$ cat config.mk
export PLATFORM = sky130hd
export DESIGN_NAME = control
export DESIGN_NICKNAME = d
export VERILOG_FILES = /design/src/rtl/control.sv
export SDC_FILE = /design/constraint.sdc
export NUM_CORES = 1
export LEC_CHECK = 0
export CAP_MARGIN = 20
export CORE_ASPECT_RATIO = 1.1
export CORE_UTILIZATION = 29
export DETAILED_ROUTE_END_ITERATION = 16
export PLACE_DENSITY = 0.81
export SLEW_MARGIN = 20
export SYNTH_ARGS = -nofsm -noshare
export SYNTH_HDL_FRONTEND = slang
export SYNTH_SLANG_ARGS = --single-unit
$ cat constraint.sdc
create_clock -name clk -period 3.8 [get_ports clk]
set_clock_uncertainty 0.1 [all_clocks]
set_input_delay 0.76 -clock clk [delete_from_list [all_inputs] [get_ports clk]]
set_output_delay 0.76 -clock clk [all_outputs]
set_load 0.02 [all_outputs]
$ cat src/rtl/control.sv
// Main decoder for the single-cycle RV32I core.
// Combinational decode plus a one-flop boot sequencer.
//
// Ports:
//   clk, rst_n               clock, async active-low reset
//   instr_in                 current instruction
//   setup                    1 = program-load mode
//   ALU_OP                   ALU operation code
//   REG_write_en             write rd
//   IROM_write_en            IROM write strobe
//   IROM_read_en             IROM fetch enable
//   BR_type                  00 none, 01 cond, 10 JAL, 11 JALR
//   PC_is_stall              hold PC
//   PC_is_writing_first_addr load PC with reset vector
//   RAM_write_en             store
//   RAM_read_en              load
//   RAM_ram_type             byte mask
//   RAM_sign                 sign-extend load data
//   MUX_op1_select           0 rs1, 1 PC
//   MUX_op2_select           0 rs2, 1 immediate
//   MUX_br_ret_addr_select   PC+4 return path
//   MUX_br_Addr_sel          0 PC+imm, 1 rs1+imm
//   MUX_writeback            00 ALU, 01 RAM, 10 PC+4, 11 imm
module control (
   input  logic        clk,
   input  logic        rst_n,
   input  logic [31:0] instr_in,
   input  logic        setup,
   output logic [4:0]  ALU_OP,
   output logic        REG_write_en,
   output logic        IROM_write_en,
   output logic        IROM_read_en,
   output logic [1:0]  BR_type,
   output logic        PC_is_stall,
   output logic        PC_is_writing_first_addr,
   output logic        RAM_write_en,
   output logic        RAM_read_en,
   output logic [3:0]  RAM_ram_type,
   output logic        RAM_sign,
   output logic        MUX_op1_select,
   output logic        MUX_op2_select,
   output logic        MUX_br_ret_addr_select,
   output logic        MUX_br_Addr_sel,
   output logic [1:0]  MUX_writeback
);

   localparam logic [6:0] OP_R     = 7'b0110011;
   localparam logic [6:0] OP_I     = 7'b0010011;
   localparam logic [6:0] OP_LUI   = 7'b0110111;
   localparam logic [6:0] OP_AUIPC = 7'b0010111;
   localparam logic [6:0] OP_JAL   = 7'b1101111;
   localparam logic [6:0] OP_JALR  = 7'b1100111;
   localparam logic [6:0] OP_BR    = 7'b1100011;
   localparam logic [6:0] OP_LD    = 7'b0000011;
   localparam logic [6:0] OP_ST    = 7'b0100011;

   localparam logic [4:0] ALU_ADD  = 5'd0;
   localparam logic [4:0] ALU_SUB  = 5'd1;
   localparam logic [4:0] ALU_SLL  = 5'd2;
   localparam logic [4:0] ALU_SLT  = 5'd3;
   localparam logic [4:0] ALU_SLTU = 5'd4;
   localparam logic [4:0] ALU_XOR  = 5'd5;
   localparam logic [4:0] ALU_SRL  = 5'd6;
   localparam logic [4:0] ALU_SRA  = 5'd7;
   localparam logic [4:0] ALU_OR   = 5'd8;
   localparam logic [4:0] ALU_AND  = 5'd9;
   localparam logic [4:0] ALU_BEQ  = 5'd11;
   localparam logic [4:0] ALU_BNE  = 5'd12;
   localparam logic [4:0] ALU_BLT  = 5'd13;
   localparam logic [4:0] ALU_BGE  = 5'd14;
   localparam logic [4:0] ALU_BLTU = 5'd15;
   localparam logic [4:0] ALU_BGEU = 5'd16;

   localparam logic [3:0] MASK_B = 4'b0001;
   localparam logic [3:0] MASK_H = 4'b0011;
   localparam logic [3:0] MASK_W = 4'b1111;

   typedef enum logic {
      ST_RUN  = 1'b0,
      ST_BOOT = 1'b1
   } boot_e;

   boot_e state_q;
   boot_e state_d;
   logic  boot_q;

   logic [6:0] opcode;
   logic [2:0] funct3;
   logic       alt;

   logic [4:0] d_alu;
   logic       d_reg_we;
   logic [1:0] d_br;
   logic       d_ram_we;
   logic       d_ram_re;
   logic [3:0] d_ram_type;
   logic       d_sign;
   logic       d_op1;
   logic       d_op2;
   logic       d_ret;
   logic       d_addr;
   logic [1:0] d_wb;

   logic unused_instr_bits;

   assign opcode = instr_in[6:0];
   assign funct3 = instr_in[14:12];
   assign alt    = instr_in[30];

   assign unused_instr_bits = ^{instr_in[31],
                                instr_in[29:15],
                                instr_in[11:7]};

   // Shared R/I ALU map; alt picks SUB/SRA.
   function automatic logic [4:0] alu_map(
      input logic [2:0] f3,
      input logic       sub_sra
   );
      logic [4:0] op;
      op = ALU_ADD;
      case (f3)
         3'b000: op = sub_sra ? ALU_SUB : ALU_ADD;
         3'b001: op = ALU_SLL;
         3'b010: op = ALU_SLT;
         3'b011: op = ALU_SLTU;
         3'b100: op = ALU_XOR;
         3'b101: op = sub_sra ? ALU_SRA : ALU_SRL;
         3'b110: op = ALU_OR;
         3'b111: op = ALU_AND;
         default: op = ALU_ADD;
      endcase
      return op;
   endfunction

   // Boot flag: held set through reset and load
   // mode, clears on the first edge with setup low.
   always_ff @(posedge clk or negedge rst_n) begin
      if (!rst_n) state_q <= ST_BOOT;
      else        state_q <= state_d;
   end

   always_comb begin
      state_d = state_q;
      if (setup) state_d = ST_BOOT;
      else       state_d = ST_RUN;
   end

   assign boot_q = (state_q == ST_BOOT);

   always_comb begin
      d_alu      = ALU_ADD;
      d_reg_we   = 1'b0;
      d_br       = 2'b00;
      d_ram_we   = 1'b0;
      d_ram_re   = 1'b0;
      d_ram_type = 4'b0000;
      d_sign     = 1'b0;
      d_op1      = 1'b0;
      d_op2      = 1'b0;
      d_ret      = 1'b0;
      d_addr     = 1'b0;
      d_wb       = 2'b00;
      case (opcode)
         OP_R: begin
            d_alu    = alu_map(funct3, alt);
            d_reg_we = 1'b1;
         end
         OP_I: begin
            // Only SRAI honours bit 30; ADDI
            // immediates must not turn into SUB.
            d_alu    = alu_map(funct3,
                          alt && (funct3 == 3'b101));
            d_reg_we = 1'b1;
            d_op2    = 1'b1;
         end
         OP_LUI: begin
            d_reg_we = 1'b1;
            d_wb     = 2'b11;
         end
         OP_AUIPC: begin
            d_reg_we = 1'b1;
            d_op1    = 1'b1;
            d_op2    = 1'b1;
         end
         OP_JAL: begin
            d_br     = 2'b10;
            d_ret    = 1'b1;
            d_wb     = 2'b10;
            d_reg_we = 1'b1;
         end
         OP_JALR: begin
            if (funct3 == 3'b000) begin
               d_br     = 2'b11;
               d_addr   = 1'b1;
               d_ret    = 1'b1;
               d_wb     = 2'b10;
               d_reg_we = 1'b1;
               d_op2    = 1'b1;
            end
         end
         OP_BR: begin
            case (funct3)
               3'b000: d_alu = ALU_BEQ;
               3'b001: d_alu = ALU_BNE;
               3'b100: d_alu = ALU_BLT;
               3'b101: d_alu = ALU_BGE;
               3'b110: d_alu = ALU_BLTU;
               3'b111: d_alu = ALU_BGEU;
               default: d_alu = ALU_ADD;
            endcase
            if (d_alu != ALU_ADD) d_br = 2'b01;
         end
         OP_LD: begin
            case (funct3)
               3'b000: begin
                  d_ram_type = MASK_B;
                  d_sign     = 1'b1;
               end
               3'b001: begin
                  d_ram_type = MASK_H;
                  d_sign     = 1'b1;
               end
               3'b010: begin
                  d_ram_type = MASK_W;
                  d_sign     = 1'b1;
               end
               3'b100: d_ram_type = MASK_B;
               3'b101: d_ram_type = MASK_H;
               default: d_ram_type = 4'b0000;
            endcase
            if (d_ram_type != 4'b0000) begin
               d_ram_re = 1'b1;
               d_op2    = 1'b1;
               d_wb     = 2'b01;
               d_reg_we = 1'b1;
            end
         end
         OP_ST: begin
            case (funct3)
               3'b000:  d_ram_type = MASK_B;
               3'b001:  d_ram_type = MASK_H;
               3'b010:  d_ram_type = MASK_W;
               default: d_ram_type = 4'b0000;
            endcase
            if (d_ram_type != 4'b0000) begin
               d_ram_we = 1'b1;
               d_op2    = 1'b1;
            end
         end
         default: ;
      endcase
   end

   // Mode gating: reset beats load mode, which
   // beats the one-cycle first-address load.
   always_comb begin
      ALU_OP                   = d_alu;
      REG_write_en             = d_reg_we;
      IROM_write_en            = 1'b0;
      IROM_read_en             = 1'b1;
      BR_type                  = d_br;
      PC_is_stall              = 1'b0;
      PC_is_writing_first_addr = 1'b0;
      RAM_write_en             = d_ram_we;
      RAM_read_en              = d_ram_re;
      RAM_ram_type             = d_ram_type;
      RAM_sign                 = d_sign;
      MUX_op1_select           = d_op1;
      MUX_op2_select           = d_op2;
      MUX_br_ret_addr_select   = d_ret;
      MUX_br_Addr_sel          = d_addr;
      MUX_writeback            = d_wb;
      if (!rst_n) begin
         PC_is_stall   = 1'b1;
         REG_write_en  = 1'b0;
         IROM_write_en = 1'b0;
         IROM_read_en  = 1'b0;
         RAM_write_en  = 1'b0;
         RAM_read_en   = 1'b0;
      end else if (setup) begin
         IROM_write_en = 1'b1;
         IROM_read_en  = 1'b0;
         PC_is_stall   = 1'b1;
         REG_write_en  = 1'b0;
         RAM_write_en  = 1'b0;
         RAM_read_en   = 1'b0;
         BR_type       = 2'b00;
      end else if (boot_q) begin
         PC_is_writing_first_addr = 1'b1;
         REG_write_en             = 1'b0;
         RAM_write_en             = 1'b0;
      end
   end

endmodule

==> results.sh <==
export IMPL_syn_nets=115
export IMPL_io_pin_count=60
export IMPL_vdd_drop_max_mv=0.0569
export IMPL_cpLargestDelayFamily="buffers and inverters"
export IMPL_worstSetupPathDepth=6
export IMPL_pre_cts_ws_ns=0.112
export IMPL_outcome="finished clean"
export IMPL_core_area_mm2=0.00165
export IMPL_drt_first_pass_iters=4
export IMPL_antenna_found_initial=0
export IMPL_chip_width_um=43.1
export IMPL_placementRows=15
export IMPL_fraction_of_registers_with_async_set_reset_pct=100
export IMPL_rsz_0062_raised_after_global_routing="no"
export IMPL_worstPathArrival_ns=2.83
export IMPL_num_fill_cells=160
export IMPL_seqCellArea_um2=26.3
export IMPL_finalSetupViolations=0
export IMPL_diodes=0
export IMPL_synthesis_instances=80
export IMPL_largest_register_ffs=1
export IMPL_netlist_area_um2=539
export IMPL_floorplan_initialDensity_pct=32.7
export IMPL_multiInputGateArea_um2=452
export IMPL_remaining_drc_errors=0
export IMPL_totalWireLength_mm=1.85
export IMPL_post_synth_main_area_contributors="sky130_fd_sc_hd__nand2_1, sky130_fd_sc_hd__dfstp_2, sky130_fd_sc_hd__nor2_1"
export IMPL_final_non_filler_cells=134
export IMPL_number_of_max_cap_violations=0
export IMPL_grtUsageTotal_pct=18.7
export IMPL_power_density_mw_per_mm2=81.6
export IMPL_timing_worst_slew_pin_value_ns=0.449
export IMPL_path_common_cell="sky130_fd_sc_hd__clkdlybuf4s50_1"
export IMPL_final_layout_size_suffix_gt1_share_pct=12.8
export IMPL_synth_warning_count=0
export IMPL_first_pass_grt_wire_length_mm=3.04
export IMPL_final_nets=154
export IMPL_finish_utilization_pct=57.0
export IMPL_synthesis_area_per_instance_um2=6.74
export IMPL_synthMostInstantiatedCell="sky130_fd_sc_hd__nand2_1"
export IMPL_cpMaxStageDelayCell="sky130_fd_sc_hd__clkdlybuf4s50_1"
export IMPL_place_area_um2=940
export IMPL_synth_ff_type="sky130_fd_sc_hd__dfstp_2"
export IMPL_pin_count_of_the_biggest_net_entering_global_routing=14
export IMPL_synth_top_cell_area_share_pct=5.57
export IMPL_synth_enable_flop_cells=0
export IMPL_synth_area_leader="sky130_fd_sc_hd__nand2_1"
export IMPL_port_buffers=38
export IMPL_postLayoutCellArea_um2=942
export IMPL_setup_tns_final_ns=0
export IMPL_p_leak_nw=0.365
export IMPL_worstSetupPathType="in2out"
export IMPL_p_total_mw=0.0769
export IMPL_yosys_cell_types_count=41
export IMPL_timing_final_crit_share_pct=97.2
export IMPL_worstPathMaxFanout=8
export IMPL_via_count=762
export IMPL_wire_per_inst_um=13.8
export IMPL_die_height_um=47.2
export IMPL_dp_hpwl_mm=1.46
export IMPL_cts_clk_slew_worst_paths_ns=0
export IMPL_die_area_mm2=0.00204
export IMPL_cp_start_kind="input port"
export IMPL_finalWeightedCongestion=0.783
export IMPL_critical_path_n_buffers_inverters=3
export IMPL_setup_worst_path_end_class="output pin"
export IMPL_routed_via_density=5.69
export IMPL_slew_violations=0
export IMPL_global_route_overflow_total=0
export IMPL_cts_hold_fix_buffers=0
export IMPL_max_clock_freq_ghz=0.271
export IMPL_crit_path_cell_trace="clkdlybuf4s50_1 > buf_4 > nor3_2 > o2111ai_1 > a311oi_1 > clkdlybuf4s50_1"
export IMPL_synth_commonest_cells="sky130_fd_sc_hd__nand2_1, sky130_fd_sc_hd__nor2_1, sky130_fd_sc_hd__inv_1"
export IMPL_grt_pass1_vias=680
export IMPL_min_delay_path_class="in2async"
export IMPL_critPathMaxStageDelay_ns=0.66
export IMPL_synth_seq_area_share_pct=4.87
export IMPL_fin_crit_ns=3.69
export IMPL_worstPathRequired_ns=2.94
export IMPL_post_place_cells=134
export IMPL_fin_hold_ws_ns=1.02
export IMPL_final_antenna_net_count=0
export IMPL_detailedRoute_firstIterationViolations=9
export IMPL_postSynthRegisterBits=1
export IMPL_setup_ws_ns=0.106
export IMPL_slew_headroom_pct=70.0
export IMPL_crit_path_end="REG_write_en"
export IMPL_timing_hold_violations_final=0
export IMPL_syn2layout_area_growth_pct=74.7
export IMPL_startpoint="instr_in[14]"
-- power by group --
| group | internal [mW] | total, mW | switching, mW |
|---|---|---|---|
| Clock | 0 | 0 | 0 |
| Sequential | 0.0118 | 0.0123 | 0.000494 |
| Combinational | 0.0320 | 0.0646 | 0.0326 |
-- how the worst min path moves through the flow --
| stage | startpoint | endpoint | slack, ns | cells past startpoint |
|---|---|---|---|---|
| after floorplan | rst_n | boot_q | 0.51 | 0 |
| after global placement | rst_n | boot_q | 1.01 | 1 |
| after detailed placement | rst_n | boot_q | 1.03 | 1 |
| after CTS | rst_n | boot_q | 1.03 | 1 |
| after global routing | rst_n | boot_q | 1.04 | 1 |
| final | rst_n | boot_q | 1.02 | 1 |
-- cells by family (layout without fill, tap and decap cells) --
| logic type | Yosys count | in the layout | synth area share (%) |
|---|---|---|---|
| buffers and inverters | 12 | 49 | 11.4 |
| AO/OA/AOI/OAI | 16 | 16 | 21.8 |
| AND/OR/NAND/NOR | 50 | 50 | 60.3 |
| flip-flops | 1 | 1 | 4.87 |
| XOR/XNOR | 1 | 1 | 1.62 |
-- final cells by class --
cell class	count	area share, %
multi-input cells	67	47.9
repair buffers	43	44.6
flip-flops and latches	1	2.79
inverters	6	2.39
well taps	17	2.26
-- placed cells by master, fill, tap and decap left out, types with 2 or more instances in the layout --
cell type and n:
sky130_fd_sc_hd__nand4_1 3, sky130_fd_sc_hd__a21oi_1 2, sky130_fd_sc_hd__nand3_1 2, sky130_fd_sc_hd__inv_1 6, sky130_fd_sc_hd__nand3b_1 2, sky130_fd_sc_hd__clkdlybuf4s50_1 37
sky130_fd_sc_hd__and4bb_2 2, sky130_fd_sc_hd__nor2b_1 2, sky130_fd_sc_hd__nor4b_1 2, sky130_fd_sc_hd__nand2b_1 3, sky130_fd_sc_hd__o21ai_0 4, sky130_fd_sc_hd__buf_4 5
sky130_fd_sc_hd__and4_1 2, sky130_fd_sc_hd__and2_1 2, sky130_fd_sc_hd__nand2_1 8, sky130_fd_sc_hd__nor2_1 7, sky130_fd_sc_hd__nor3_1 4
-- metal layers --
layer	vias up	GRT usage, %	wire length (um)
met5	-	0	0
met4	0	0	0
met3	0	3.85	179
met2	40	34.6	893
met1	348	24.0	781
li1	374	-	-
-- timing repair --
action                     in CTS  in global routing
setup endpoints to repair       0                  2
setup buffers                   0                  0
gates resized for setup         0                  1
(Power assumes the default switching activity.)
